[config.mk]
export PLATFORM = sky130hd
export DESIGN_NAME = pe_bitfusion_acc_flat
export DESIGN_NICKNAME = d
export VERILOG_FILES = /design/src/rtl/pe_bitfusion_acc_pkg.sv /design/src/rtl/pe_bitfusion_acc_if.sv /design/src/rtl/pe_bitfusion_acc_lane_dot.sv /design/src/rtl/pe_bitfusion_acc.sv /design/src/flat_wrapper.sv
export SDC_FILE = /design/constraint.sdc
export NUM_CORES = 1
export LEC_CHECK = 0
export BUFFER_PORTS_ARGS = -buffer_cell sky130_fd_sc_hd__buf_2
export CAP_MARGIN = 0
export CORE_AREA = 2 2 196 198
export DETAILED_ROUTE_END_ITERATION = 10
export DIE_AREA = 0 0 198 200
export GPL_ROUTABILITY_DRIVEN = 0
export PLACE_DENSITY_LB_ADDON = 0.08
export SLEW_MARGIN = 15
export SYNTH_ARGS = -nofsm -noshare
export SYNTH_HDL_FRONTEND = slang
export SYNTH_SLANG_ARGS = --single-unit
[constraint.sdc]
create_clock -name clk -period 6.1 [get_ports clk]
set_input_delay 0.305 -clock clk [delete_from_list [all_inputs] [get_ports clk]]
set_output_delay 0.305 -clock clk [all_outputs]
set_load 0.03 [all_outputs]
[src/rtl/pe_bitfusion_acc_pkg.sv]
// Shared mode encodings, FSM state type and dot-width helper for the bit-fusion accumulating PE.
package pe_bitfusion_acc_pkg;

    localparam logic PE_MODE_XNOR = 1'b0;
    localparam logic PE_MODE_2B   = 1'b1;

    typedef enum logic [1:0] {
        StAcc   = 2'd0,
        StDrain = 2'd1,
        StOut   = 2'd2
    } pe_state_e;

    // Lossless signed width of a LANES-wide sum of lane products (|product| <= 6).
    function automatic int unsigned dot_width(input int unsigned lanes);
        return $clog2(lanes) + 4;
    endfunction

endpackage

[src/rtl/pe_bitfusion_acc_if.sv]
// Beat-input and result-output handshake bundle for pe_bitfusion_acc.
interface pe_bitfusion_acc_if #(
    parameter int unsigned LANES    = 16,
    parameter int unsigned ACC_BITS = 24,
    parameter int unsigned SHIFT_W  = 4,
    parameter int unsigned CNT_BITS = 8
);
    logic                       i_valid;
    logic                       o_ready;
    logic                       i_mode;
    logic                       i_sign_a;
    logic [2*LANES-1:0]         i_act;
    logic [2*LANES-1:0]         i_weight;
    logic [SHIFT_W-1:0]         i_shift;
    logic                       i_last;
    logic                       o_valid;
    logic                       i_ready;
    logic signed [ACC_BITS-1:0] o_psum;
    logic [CNT_BITS-1:0]        o_count;

    modport master (
        output i_valid, i_mode, i_sign_a, i_act, i_weight, i_shift, i_last, i_ready,
        input  o_ready, o_valid, o_psum, o_count
    );

    modport slave (
        input  i_valid, i_mode, i_sign_a, i_act, i_weight, i_shift, i_last, i_ready,
        output o_ready, o_valid, o_psum, o_count
    );
endinterface

[src/rtl/pe_bitfusion_acc_lane_dot.sv]
// Combinational lane products (2b x 2b or 1b XNOR) summed into a lossless signed dot product.
module pe_bitfusion_acc_lane_dot
    import pe_bitfusion_acc_pkg::*;
#(
    parameter int unsigned LANES = 16
) (
    input  logic                                  i_mode,
    input  logic                                  i_sign_a,
    input  logic [2*LANES-1:0]                    i_act,
    input  logic [2*LANES-1:0]                    i_weight,
    output logic signed [dot_width(LANES)-1:0]    o_dot
);
    localparam int unsigned DotW = dot_width(LANES);

    logic signed [5:0] a_ext;
    logic signed [5:0] w_ext;
    logic signed [5:0] prod;

    always_comb begin
        o_dot = '0;
        a_ext = '0;
        w_ext = '0;
        prod  = '0;
        for (int k = 0; k < LANES; k++) begin
            a_ext = {{4{i_sign_a & i_act[2*k+1]}}, i_act[2*k +: 2]};
            w_ext = {{4{i_weight[2*k+1]}}, i_weight[2*k +: 2]};
            if (i_mode == PE_MODE_2B) begin
                prod = a_ext * w_ext;
            end else begin
                // XNOR of the bit0 encodings: equal bits -> +1, different -> -1.
                prod = (i_act[2*k] == i_weight[2*k]) ? 6'sd1 : -6'sd1;
            end
            o_dot = o_dot + DotW'(prod);
        end
    end

endmodule

[src/rtl/pe_bitfusion_acc.sv]
// Precision-configurable PE: per-beat dot product, shift and multi-beat accumulate with held result.
// Define PE_ACC_SAT_EN for sticky saturating accumulation; otherwise the accumulator wraps.
module pe_bitfusion_acc
    import pe_bitfusion_acc_pkg::*;
#(
    parameter int unsigned LANES    = 16,
    parameter int unsigned ACC_BITS = 24,
    parameter int unsigned SHIFT_W  = 4,
    parameter int unsigned CNT_BITS = 8
) (
    input logic               clk,
    input logic               rst_n,
    pe_bitfusion_acc_if.slave bus
);
    localparam int unsigned DotW  = dot_width(LANES);
    localparam int unsigned TermW = DotW + (2 ** SHIFT_W) - 1;
    localparam int unsigned SumW  = ((TermW > ACC_BITS) ? TermW : ACC_BITS) + 1;

    pe_state_e                  state_q, state_d;
    logic                       s1_valid_q, s1_valid_d;
    logic signed [DotW-1:0]     dot, dot_q, dot_d;
    logic [SHIFT_W-1:0]         shift_q, shift_d;
    logic                       last_q, last_d;
    logic signed [ACC_BITS-1:0] acc_q, acc_d, acc_new;
    logic signed [ACC_BITS-1:0] psum_q, psum_d;
    logic [CNT_BITS-1:0]        cnt_q, cnt_d, cnt_inc;
    logic [CNT_BITS-1:0]        count_q, count_d;
    logic                       valid_q, valid_d;
    logic signed [SumW-1:0]     term, sum;
    logic                       accept;

    pe_bitfusion_acc_lane_dot #(
        .LANES (LANES)
    ) u_lane_dot (
        .i_mode   (bus.i_mode),
        .i_sign_a (bus.i_sign_a),
        .i_act    (bus.i_act),
        .i_weight (bus.i_weight),
        .o_dot    (dot)
    );

    assign accept = bus.i_valid && bus.o_ready;
    // Wide enough that neither the shifted term nor acc + term can overflow before wrap/clamp.
    assign term   = SumW'(dot_q) <<< shift_q;
    assign sum    = SumW'(acc_q) + term;

`ifdef PE_ACC_SAT_EN
    localparam logic signed [SumW-1:0] AccMax = {{(SumW-ACC_BITS+1){1'b0}}, {(ACC_BITS-1){1'b1}}};
    localparam logic signed [SumW-1:0] AccMin = ~AccMax;

    logic sat_q, sat_d, sat_new;

    // Once railed, the accumulator is frozen until the sequence ends.
    always_comb begin
        acc_new = sum[ACC_BITS-1:0];
        sat_new = sat_q;
        if (sat_q) begin
            acc_new = acc_q;
        end else if (sum > AccMax) begin
            acc_new = AccMax[ACC_BITS-1:0];
            sat_new = 1'b1;
        end else if (sum < AccMin) begin
            acc_new = AccMin[ACC_BITS-1:0];
            sat_new = 1'b1;
        end
    end
`else
    logic unused_sum_hi;
    assign acc_new       = sum[ACC_BITS-1:0];
    assign unused_sum_hi = ^sum[SumW-1:ACC_BITS];
`endif

    always_comb begin
        state_d    = state_q;
        s1_valid_d = accept;
        dot_d      = dot_q;
        shift_d    = shift_q;
        last_d     = last_q;
        acc_d      = acc_q;
        cnt_d      = cnt_q;
        psum_d     = psum_q;
        count_d    = count_q;
        valid_d    = valid_q;
        cnt_inc    = (cnt_q == '1) ? cnt_q : cnt_q + 1'b1;
`ifdef PE_ACC_SAT_EN
        sat_d      = sat_q;
`endif

        if (accept) begin
            dot_d   = dot;
            shift_d = bus.i_shift;
            last_d  = bus.i_last;
        end

        if (s1_valid_q) begin
            if (last_q) begin
                psum_d  = acc_new;
                count_d = cnt_inc;
                valid_d = 1'b1;
                acc_d   = '0;
                cnt_d   = '0;
            end else begin
                acc_d = acc_new;
                cnt_d = cnt_inc;
            end
`ifdef PE_ACC_SAT_EN
            sat_d = last_q ? 1'b0 : sat_new;
`endif
        end

        unique case (state_q)
            StAcc:   if (accept && bus.i_last) state_d = StDrain;
            StDrain: if (s1_valid_q) state_d = StOut;
            StOut: begin
                if (bus.i_ready) begin
                    state_d = StAcc;
                    valid_d = 1'b0;
                end
            end
            default: state_d = StAcc;
        endcase
    end

    always_ff @(posedge clk or negedge rst_n) begin
        if (!rst_n) begin
            state_q    <= StAcc;
            s1_valid_q <= 1'b0;
            dot_q      <= '0;
            shift_q    <= '0;
            last_q     <= 1'b0;
            acc_q      <= '0;
            cnt_q      <= '0;
            psum_q     <= '0;
            count_q    <= '0;
            valid_q    <= 1'b0;
`ifdef PE_ACC_SAT_EN
            sat_q      <= 1'b0;
`endif
        end else begin
            state_q    <= state_d;
            s1_valid_q <= s1_valid_d;
            dot_q      <= dot_d;
            shift_q    <= shift_d;
            last_q     <= last_d;
            acc_q      <= acc_d;
            cnt_q      <= cnt_d;
            psum_q     <= psum_d;
            count_q    <= count_d;
            valid_q    <= valid_d;
`ifdef PE_ACC_SAT_EN
            sat_q      <= sat_d;
`endif
        end
    end

    assign bus.o_ready = (state_q == StAcc);
    assign bus.o_valid = valid_q;
    assign bus.o_psum  = psum_q;
    assign bus.o_count = count_q;

endmodule

[src/flat_wrapper.sv]
// flat-port wrapper written by rule: the top's interface ports become plain ports
module pe_bitfusion_acc_flat import pe_bitfusion_acc_pkg::*;
#(
    parameter int unsigned LANES    = 16,
    parameter int unsigned ACC_BITS = 24,
    parameter int unsigned SHIFT_W  = 4,
    parameter int unsigned CNT_BITS = 8
)
  (clk, rst_n, bus_i_valid, bus_i_mode, bus_i_sign_a, bus_i_act, bus_i_weight, bus_i_shift, bus_i_last, bus_i_ready, bus_o_ready, bus_o_valid, bus_o_psum, bus_o_count);
  pe_bitfusion_acc_if #(.LANES(LANES), .ACC_BITS(ACC_BITS), .SHIFT_W(SHIFT_W), .CNT_BITS(CNT_BITS)) bus_i ();
  input logic clk;
  input logic rst_n;
  input wire logic [$bits(bus_i.i_valid)-1:0] bus_i_valid;
  input wire logic [$bits(bus_i.i_mode)-1:0] bus_i_mode;
  input wire logic [$bits(bus_i.i_sign_a)-1:0] bus_i_sign_a;
  input wire logic [$bits(bus_i.i_act)-1:0] bus_i_act;
  input wire logic [$bits(bus_i.i_weight)-1:0] bus_i_weight;
  input wire logic [$bits(bus_i.i_shift)-1:0] bus_i_shift;
  input wire logic [$bits(bus_i.i_last)-1:0] bus_i_last;
  input wire logic [$bits(bus_i.i_ready)-1:0] bus_i_ready;
  output wire logic [$bits(bus_i.o_ready)-1:0] bus_o_ready;
  output wire logic [$bits(bus_i.o_valid)-1:0] bus_o_valid;
  output wire logic [$bits(bus_i.o_psum)-1:0] bus_o_psum;
  output wire logic [$bits(bus_i.o_count)-1:0] bus_o_count;
  assign bus_i.i_valid = bus_i_valid;
  assign bus_i.i_mode = bus_i_mode;
  assign bus_i.i_sign_a = bus_i_sign_a;
  assign bus_i.i_act = bus_i_act;
  assign bus_i.i_weight = bus_i_weight;
  assign bus_i.i_shift = bus_i_shift;
  assign bus_i.i_last = bus_i_last;
  assign bus_i.i_ready = bus_i_ready;
  assign bus_o_ready = bus_i.o_ready;
  assign bus_o_valid = bus_i.o_valid;
  assign bus_o_psum = bus_i.o_psum;
  assign bus_o_count = bus_i.o_count;
  pe_bitfusion_acc #(.LANES(LANES), .ACC_BITS(ACC_BITS), .SHIFT_W(SHIFT_W), .CNT_BITS(CNT_BITS)) u_core (.clk(clk), .rst_n(rst_n), .bus(bus_i));
endmodule
==> impl_metrics.csv, run 1 <==
group,metric,value,unit
synth,synth.most_common_cell,"nand2_1",
synth,yosysTopAreaCellShare,0.2232,
clock_network,htreeDepth,3,
place,post_dp_cell_area,11250,µm²
floorplanning,die_x,198,µm
synth,synth.cells.most_frequent,"nand2_1, inv_1, fa_1",
route,vias,7531,
clock_network,numCtsBuffers,9,
route,drt_wl_total,26.31,mm
clock_network,clk_path_buf_depth,2,
clock_network,clock_latency,0.35,ns
synth,ys_warn_count,0,
final_layout,drive_gt1_frac,0.2227,
place,dp.cells,1717,
synth,synth_top_area_cell,"fa_1",
place,dp_hpwl,21.69,mm
timing,finClkSkew,0.009614,ns
timing,max_freq,0.1701,GHz
global_routing,grt_max_degree,57,
floorplanning,pin_count,109,
worst_setup_path,start_kind,"input pin",
global_routing,grt-ovfl-total,0,
synth,synth-seq-cells,81,
timing,tightest_slew,0.9149,ns
synth,synth_cell_types,67,
route,first_pass_iters,5,
clock_network,root_buffer,"clkbuf_16",
synth,syn_inst,1057,
synth,synth_edf_count,0,
worst_setup_path,cp_max_fo,6,
worst_setup_path,critical_path_arrival,6.10,ns
clock_network,clock-sinks,81,
global_routing,grt_pass1_wl,42.23,mm
final_layout,syn2layout_area_growth,22.92,%
timing,hold_viol,0,
clock_network,clk_pin_slew,0.06,ns
outcome,status,"finished, final reports clean",
global_routing,grt_antenna_before_repair,0,
route,drc,0,
timing,whs,0.1648,ns
final_layout,n_fill_cell,4011,
final_layout,ff_latch_area,2027,µm²
synth,yosysSeqAreaShare,0.2112,
synth,ys_async_sr_fraction,1.000,
floorplanning,die_h,200,µm
worst_setup_path,worstSetupEndpointType,"flop",
final_layout,post_layout_nonfiller_instances,1737,
final_layout,finalNetCount,1488,
global_routing,grt.total_usage,0.1370,
route,viasPerCell,4.336,
global_routing,first_global_vias,7915,
worst_setup_path,crit_type,"input pin to flop",
timing,finalCritPeriodShare,0.9640,
synth,syn_nets,1324,
floorplanning,die-area,39600,µm²
route,wl_per_cell,15.15,µm
synth,yosys-top-cells-area,"fa_1, dfrtp_1, ha_1, nand2_1, inv_1",
timing,slew_viol_final,0,
worst_setup_path,required,6.32,ns
timing,fin_crit,5.880,ns
clock_network,cts_tree,"done",
final_layout,multi_input_area,7068,µm²
hold_path,hold_class,"input pin to flop",
final_layout,design_area,11800,µm²
flow_run,cap_violations,0,
final_layout,antenna_cells,0,
floorplanning,start_util,0.2566,
floorplanning,core,37400,µm²
timing,setup_viol,0,
route,drt_iter0_drc,219,
timing,maxSlewHeadroom,0.3863,
synth,synth_ff_type,"dfrtp_1",
place,numPortBuffers,108,
synth,syn_area,9597,µm²
synth,syn_avg_cell_area,9.079,µm²
floorplanning,rows,71,
route,ant_nets,0,
==> per-layer routing <==
layer / vias up / share of wire / track usage
li1: 3836 / - / -
met1: 3603 / 0.44 / 0.1685
met2: 79 / 0.54 / 0.2598
met3: 13 / 0.017 / 0.01075
met4: 0 / 0.0089 / 0.03175
met5: - / 0 / 0
==> cells in the final DEF (no fill, tap or decap), types with 19 or more instances in the layout <==
cell type / count
xor2_1: 21
mux2i_1: 20
fa_1: 99
buf_2: 106
and3_1: 23
o21ai_0: 47
a21o_1: 24
inv_1: 119
nand2_1: 147
xnor2_1: 31
dfrtp_1: 81
nor2_1: 52
nor2b_1: 22
nand2b_1: 19
ha_1: 78
buf_4: 78
a21oi_1: 51
o2bb2ai_1: 19
==> critical path, cell delays in order <==
cell,delay [ns]
buf_6,0.13
clkbuf_16,0.17
and3_1,0.16
ha_1,0.28
ha_2,0.17
inv_2,0.04
fa_1,0.39
xnor2_1,0.14
a21o_1,0.19
fa_1,0.48
fa_1,0.55
inv_1,0.07
fa_1,0.53
inv_1,0.07
fa_1,0.56
fa_1,0.45
fa_2,0.39
xnor2_2,0.19
xnor2_1,0.16
xnor2_1,0.16
xnor2_1,0.16
xnor2_1,0.15
xnor2_1,0.14
o21ai_1,0.07
==> cells by family (layout without fill, tap and decap cells) <==
family / Yosys count / after routing / synth area share
buffers and inverters: 165 / 334 / 0.06688
AND/OR/NAND/NOR: 314 / 314 / 0.1525
adder cells (fa/ha/maj): 192 / 192 / 0.3340
flip-flops: 81 / 81 / 0.2112
multiplexers: 32 / 32 / 0.03494
AO/OA/AOI/OAI: 219 / 219 / 0.1497
XOR/XNOR: 54 / 54 / 0.05072
==> stage by stage <==
stage	util	setup WS, ns	TNS [ns]
4_1_cts	0.3101	0.002498	0
2_1_floorplan	-	0.01804	0
3_5_place_dp	0.3009	-0.4347	-1.224
3_3_place_gp	0.3009	-0.4095	-1.199
5_1_grt	0.3154	-0.005578	-0.005578
6_report	0.3154	0.2196	0
==> final timing paths <==
path / startpoint / end / slack [ns] / depth (start not counted)
max: bus_i_sign_a / u_core.dot_q[7]$_DFFE_PN0P_ / 0.22 / 24
min: bus_i_ready / u_core.bus.o_valid$_DFF_PN0_ / 0.16 / 2
max reg2reg: u_core.shift_q[1]$_DFFE_PN0P_ / u_core.acc_q[23]$_DFFE_PN0P_ / 2.10 / 13
min reg2reg: u_core.bus.o_psum[9]$_DFFE_PN0P_ / u_core.bus.o_psum[9]$_DFFE_PN0P_ / 0.47 / 2
max in group asynchronous: rst_n / u_core.bus.o_psum[8]$_DFFE_PN0P_ / 4.57 / 3
min in group asynchronous: rst_n / u_core.bus.o_count[3]$_DFFE_PN0P_ / 0.48 / 2
==> cell type report <==
| class | instances | area share |
|---|---|---|
| Clock buffer | 11 | 0.02143 |
| Clock inverter | 5 | 0.006576 |
| Inverter | 126 | 0.04009 |
| Multi-Input combinational cell | 811 | 0.5992 |
| Sequential cell | 81 | 0.1718 |
| Tap cell | 511 | 0.05420 |
| Timing Repair Buffer | 192 | 0.1067 |
==> flip-flops by register name, indices dropped and copies added (netlist names) <==
signal,count
u_core.dot_q,8
u_core.bus.o_valid,1
u_core.shift_q,4
u_core.cnt_q,8
u_core.state_q,2
u_core.last_q,1
u_core.s1_valid_q,1
u_core.bus.o_count,8
u_core.bus.o_psum,24
u_core.acc_q,24
==> timing repair <==
item	4_1_cts	5_1_grt
gates resized for setup	4	47
buffers inserted	0	1
endpoints found under the setup margin	1	3
pin swaps	2	53
cloned	0	2
hold endpoints to repair	37	0
hold buffers	1	0
Power of run 1 is not shown: default switching activity piles up to over one toggle a cycle in this logic, so the estimate is an artifact.
==> inputs of run 2 (changes only) <==
--- a/config.mk
+++ b/config.mk
@@ -5,11 +5,12 @@
 export SDC_FILE = /design/constraint.sdc
 export NUM_CORES = 1
 export LEC_CHECK = 0
+export ABC_AREA = 1
 export BUFFER_PORTS_ARGS = -buffer_cell sky130_fd_sc_hd__buf_2
 export CAP_MARGIN = 0
-export CORE_AREA = 2 2 196 198
+export CORE_AREA = 2 2 199 201
 export DETAILED_ROUTE_END_ITERATION = 10
-export DIE_AREA = 0 0 198 200
+export DIE_AREA = 0 0 201 203
 export GPL_ROUTABILITY_DRIVEN = 0
 export PLACE_DENSITY_LB_ADDON = 0.08
 export SLEW_MARGIN = 15
==> impl_metrics.csv, run 2 <==
group,metric,value,unit
floorplanning,die-area,40800,µm²
synth,syn_area,9956,µm²
timing,setup_viol,0,
synth,ys_async_sr_fraction,1.000,
clock_network,cts_tree,"done",
clock_network,htreeDepth,3,
worst_setup_path,rr_endpoint,"u_core.bus.o_psum[17]$_DFFE_PN0P_",
route,drt_wl_total,28.84,mm
synth,synth_top_area_cell,"fa_1",
final_layout,syn2layout_area_growth,22.17,%
final_layout,multi_input_area,7111,µm²
floorplanning,die_x,201,µm
synth,yosysTopAreaCellShare,0.2152,
global_routing,grt-ovfl-total,0,
worst_setup_path,crit_type,"input pin to flop",
worst_setup_path,rr_startpoint,"u_core.shift_q[1]$_DFFE_PN0P_",
final_layout,drive_gt1_frac,0.1978,
timing,max_freq,0.1712,GHz
global_routing,grt_pass1_wl,47.82,mm
flow_run,cap_violations,0,
route,vias,8855,
worst_setup_path,cp_max_fo,2,
hold_path,hold_class,"input pin to flop",
timing,hold_viol,0,
synth,syn_avg_cell_area,7.391,µm²
floorplanning,rows,72,
clock_network,clk_pin_slew,0.07,ns
worst_setup_path,setup.worst_path.end,"u_core.dot_q[7]$_DFFE_PN0P_",
timing,finClkSkew,0.01046,ns
worst_setup_path,reg2reg_slack,2.95,ns
synth,yosys-top-cells-area,"fa_1, dfrtp_1, nand2_1, ha_1, inv_1",
clock_network,clk_path_buf_depth,2,
outcome,status,"finished, final reports clean",
worst_setup_path,cpPeakStageDelay,0.56,ns
clock_network,clock_latency,0.35,ns
clock_network,root_buffer,"clkbuf_16",
worst_setup_path,required,6.34,ns
floorplanning,start_util,0.2588,
timing,slew_viol_final,0,
floorplanning,pin_count,109,
place,numPortBuffers,108,
synth,yosysSeqAreaShare,0.2036,
synth,synth_cell_types,40,
synth,synth-seq-cells,81,
clock_network,numCtsBuffers,9,
route,first_pass_iters,4,
worst_setup_path,start_kind,"input pin",
floorplanning,die_h,203,µm
place,dp.cells,2021,
synth,synth.most_common_cell,"nand2_1",
final_layout,ff_latch_area,2027,µm²
worst_setup_path,critPathLaunch,"bus_i_weight[21]",
worst_setup_path,cpMaxStageDelayCell,"fa_1",
global_routing,first_global_vias,9333,
worst_setup_path,worstSetupEndpointType,"flop",
final_layout,final_cell_mix,"nand2_1, inv_1, nor2_1, buf_2, fa_1",
synth,syn_nets,1614,
worst_setup_path,critical_path_arrival,6.08,ns
worst_setup_path,reg2reg_depth,15,
route,drc,0,
final_layout,mostFrequentLayoutCell,"nand2_1",
global_routing,grt_antenna_before_repair,0,
timing,tightest_slew,0.9534,ns
synth,synth_ff_type,"dfrtp_1",
clock_network,clock-sinks,81,
timing,maxSlewHeadroom,0.3644,
final_layout,finalNetCount,1784,
floorplanning,core,38470,µm²
route,drt_iter0_drc,288,
timing,rsz0062_at_grt,"true",
route,wl_per_cell,14.14,µm
synth,synth_edf_count,0,
timing,whs,0.1740,ns
route,ant_nets,0,
global_routing,grt.total_usage,0.1475,
synth,syn_inst,1347,
timing,finalCritPeriodShare,0.9574,
synth,ys_warn_count,0,
final_layout,post_layout_nonfiller_instances,2040,
global_routing,grt_max_degree,73,
synth,synth.cells.most_frequent,"nand2_1, inv_1, nor2_1",
place,dp_hpwl,24.42,mm
final_layout,antenna_cells,0,
timing,fin_crit,5.840,ns
worst_setup_path,cpMostUsedCell,"inv_1",
route,viasPerCell,4.341,
final_layout,n_fill_cell,4277,
-- run 2: changes by cell type after synthesis, moves of 22 or more --
cell     delta
a21o_1     -22
and3_1     -27
inv_1      +89
nand2_1   +195
nand3_1    +51
nor2_1     +92
nor2b_1    -22
o21ai_0    +39
xnor2_1    -23
-- run 2: area by class of cell --
cell class                      instances  area share
Clock buffer                           11     0.01996
Clock inverter                          5    0.004526
Inverter                              221     0.06861
Multi-Input combinational cell       1009      0.5846
Sequential cell                        81      0.1666
Tap cell                              518     0.05329
Timing Repair Buffer                  195      0.1024
-- run 2: repair_timing --
action                     in CTS  in global routing
setup endpoints to repair       0                  4
gates resized for setup         0                 54
buffers inserted                0                  1
hold buffers                    1                  0
hold endpoints to repair        9                  0
-- run 2: logic make-up (layout without fill, tap and decap cells) --
family / after synthesis / in the layout / synth area share
flops: 81 / 81 / 0.2036
simple gates: 606 / 606 / 0.2524
fa+ha+maj: 192 / 192 / 0.3220
compound gates: 184 / 184 / 0.09941
mux: 2 / 2 / 0.002011
buf+inv: 257 / 432 / 0.09865
xor+xnor: 25 / 25 / 0.02199
-- run 2: worst min path at each step --
stage                         startpoint                           endpoint  slack, ns  cells past startpoint
after floorplan                    rst_n        u_core.acc_q[0]$_DFFE_PN0P_      0.009                      0
after global placement             rst_n  u_core.bus.o_count[2]$_DFFE_PN0P_       0.14                      1
after detailed placement           rst_n  u_core.bus.o_count[2]$_DFFE_PN0P_       0.14                      1
after CTS                 bus_i_shift[0]      u_core.shift_q[0]$_DFFE_PN0P_       0.16                      3
after global routing      bus_i_shift[3]      u_core.shift_q[3]$_DFFE_PN0P_       0.18                      3
final                     bus_i_shift[1]      u_core.shift_q[1]$_DFFE_PN0P_       0.17                      3
-- run 2: through the flow --
stage / worst slack (ns) / TNS [ns] / cell area [µm²] / utilization
2_1_floorplan: 0.01254 / 0 / 10020 / -
3_3_place_gp: -0.2728 / -0.9451 / 11700 / 0.3041
3_5_place_dp: -0.3028 / -1.012 / 11700 / 0.3041
4_1_cts: 0.06215 / 0 / 12010 / 0.3121
5_1_grt: -0.04047 / -0.05845 / 12160 / 0.3162
6_report: 0.2600 / 0 / 12160 / 0.3162
-- run 2: worst max-delay path: cells and delay by family --
family | cells | cell delay (ns)
adder cells (fa/ha/maj) | 10 | 4.34
buffers and inverters | 8 | 0.49
AND/OR/NAND/NOR | 10 | 0.97
-- run 2: routing by layer --
metal  global-route usage  wire length (µm)
met5                    0                 0
met1               0.1959             13800
met2               0.2617             14280
met3              0.01252               470
met4              0.03016               289
Power of run 2 is left out for the same reason.
==> inputs of run 3 (changes only) <==
--- a/config.mk
+++ b/config.mk
@@ -8,12 +8,13 @@
 export ABC_AREA = 1
 export BUFFER_PORTS_ARGS = -buffer_cell sky130_fd_sc_hd__buf_2
 export CAP_MARGIN = 0
-export CORE_AREA = 2 2 199 201
+export CORE_AREA = 2 2 203 205
 export DETAILED_ROUTE_END_ITERATION = 10
-export DIE_AREA = 0 0 201 203
+export DIE_AREA = 0 0 205 207
 export GPL_ROUTABILITY_DRIVEN = 0
 export PLACE_DENSITY_LB_ADDON = 0.08
 export SLEW_MARGIN = 15
 export SYNTH_ARGS = -nofsm -noshare
 export SYNTH_HDL_FRONTEND = slang
+export SYNTH_HIERARCHICAL = 1
 export SYNTH_SLANG_ARGS = --single-unit
==> impl_metrics.csv, run 3 <==
group,metric,value,unit
synth,synth_top_family_by_area,"adder cells",
final_layout,antenna_cells,0,
floorplanning,rows,74,
route,wl_per_cell,13.95,µm
hold_path,hold_class,"input pin to flop",
timing,fin_crit,5.959,ns
synth,yosys-top-cells-area,"fa_1, dfrtp_1, nand2_1, ha_1, inv_1",
synth,ys_warn_count,6,
global_routing,grt_pass1_wl,50.39,mm
clock_network,numCtsBuffers,9,
final_layout,syn2layout_area_growth,24.09,%
floorplanning,start_util,0.2570,
clock_network,htreeDepth,3,
synth,syn_avg_cell_area,7.107,µm²
synth,synth.most_common_cell,"nand2_1",
worst_setup_path,required,6.33,ns
worst_setup_path,crit_type,"input pin to flop",
global_routing,first_global_vias,9716,
synth,syn_inst,1460,
clock_network,clk_path_buf_depth,2,
clock_network,root_buffer,"clkbuf_16",
synth,synth.cells.most_frequent,"nand2_1, inv_1, nor2_1",
floorplanning,die_x,205,µm
timing,tightest_slew,1.016,ns
route,wl_met1,14.95,mm
worst_setup_path,cp_top_family,"adder cells",
timing,hold_viol,0,
clock_network,clk_pin_slew,0.07,ns
synth,synth_ff_type,"dfrtp_1",
synth,yosys.area_share.simple,0.2833,
route,vias,9262,
route,route.met2.wl,14.82,mm
synth,yosysSeqAreaShare,0.1953,
worst_setup_path,critical_path_arrival,6.19,ns
synth,syn_nets,1727,
final_layout,drive_gt1_frac,0.2133,
timing,maxSlewHeadroom,0.3219,
synth,synth_edf_count,0,
timing,finClkSkew,0.01020,ns
global_routing,grt-ovfl-total,0,
timing,finalCritPeriodShare,0.9768,
place,dp_hpwl,25.79,mm
place,numPortBuffers,108,
outcome,status,"finished, final reports clean",
timing,rsz0062_at_grt,"true",
floorplanning,pin_count,109,
route,drt_wl_total,30.64,mm
worst_setup_path,start_kind,"input pin",
final_layout,mostFrequentLayoutCell,"nand2_1",
worst_setup_path,worstSetupEndpointType,"flop",
synth,synth_cell_types,39,
worst_setup_path,cpMaxStageDelayCell,"fa_1",
route,ant_nets,0,
synth,synth-seq-cells,81,
final_layout,final_cell_mix,"nand2_1, inv_1, nor2_1, buf_4, buf_2",
flow_run,cap_violations,0,
worst_setup_path,critical_path_buf_inv_count,9,
global_routing,grt.total_usage,0.1510,
timing,max_freq,0.1678,GHz
global_routing,grt_antenna_before_repair,0,
synth,synthAdderAreaFrac,0.3089,
route,top_layer_used,"met4",
worst_setup_path,reg2reg_slack,2.80,ns
route,first_pass_iters,5,
timing,final.setup.tns,0,ns
floorplanning,die-area,42440,µm²
clock_network,clock-sinks,81,
final_layout,post_layout_nonfiller_instances,2196,
route,viasPerCell,4.218,
place,dp.cells,2173,
final_layout,finalNetCount,1926,
timing,setup_viol,0,
synth,synth_xor_area_frac,0.02026,
floorplanning,die_h,207,µm
synth,yosysTopAreaCellShare,0.2064,
global_routing,grt_max_degree,45,
route,drt_iter0_drc,382,
clock_network,cts_tree,"done",
timing,slew_viol_final,0,
synth,syn_area,10380,µm²
synth,synthMuxAreaShare,0.0009647,
floorplanning,core,40370,µm²
worst_setup_path,cp_max_fo,8,
synth,ys_async_sr_fraction,1.000,
synth,synth_compound_area_frac,0.07151,
synth,synth_top_area_cell,"fa_1",
route,drc,0,
final_layout,fin_util,0.3190,
worst_setup_path,cpPeakStageDelay,0.54,ns
clock_network,clock_latency,0.36,ns
route,routed-wl-met3,517,µm
[run 3: metrics by stage]
| step | instance area (µm²) | hold slack [ns] | worst slack [ns] |
|---|---|---|---|
| finish | 12880 | 0.1521 | 0.1415 |
| global route | 12880 | 0.1726 | -0.2457 |
| detailed placement | 12320 | 0.3163 | -0.4649 |
| CTS | 12710 | 0.1399 | 0.0006040 |
| floorplan | 10440 | 0.009409 | 0.01369 |
| global placement | 12320 | 0.3179 | -0.4136 |
[run 3: cells by family after synthesis]
kind of cell | Yosys count
AND/OR/NAND/NOR | 708
buffers and inverters | 320
adder cells (fa/ha/maj) | 192
flip-flops | 81
multiplexers | 1
AO/OA/AOI/OAI | 134
XOR/XNOR | 24
[run 3: worst paths after layout]
path                                                    from                                end  cells after the start
max reg2reg                    u_core/shift_q[0]$_DFFE_PN0P_  u_core/bus.o_psum[17]$_DFFE_PN0P_                     15
max in group asynchronous                              rst_n       u_core/acc_q[14]$_DFFE_PN0P_                      3
max                                             bus_i_sign_a        u_core/dot_q[7]$_DFFE_PN0P_                     31
min reg2reg                u_core/bus.o_psum[18]$_DFFE_PN0P_  u_core/bus.o_psum[18]$_DFFE_PN0P_                      2
min in group asynchronous                              rst_n  u_core/bus.o_count[4]$_DFFE_PN0P_                      2
min                                              bus_i_ready      u_core/state_q[1]$_DFFE_PN0P_                      2
[run 3: layer usage]
metal  vias up  GRT usage
li1       4825          -
met1      4320     0.2053
met2        98     0.2606
met3        19    0.01211
met4         0    0.03175
met5         -          0
[run 3: area by class of cell]
cell class                      instances  area [µm²]
Inverter                              285        1070
Sequential cell                        81        2027
Fill cell                            4485       27490
Tap cell                              532       665.6
Clock inverter                          7       53.80
Timing Repair Buffer                  223        1481
Clock buffer                            9       225.2
Multi-Input combinational cell       1059        7353
[run 3: repair_timing]
item	4_1_cts	5_1_grt
cloned	1	0
setup endpoints to repair	1	4
hold buffers	1	0
resized for setup	11	39
hold endpoints to repair	37	0
setup buffers	2	3
pin swaps	11	48
Power of run 3 is left out for the same reason.
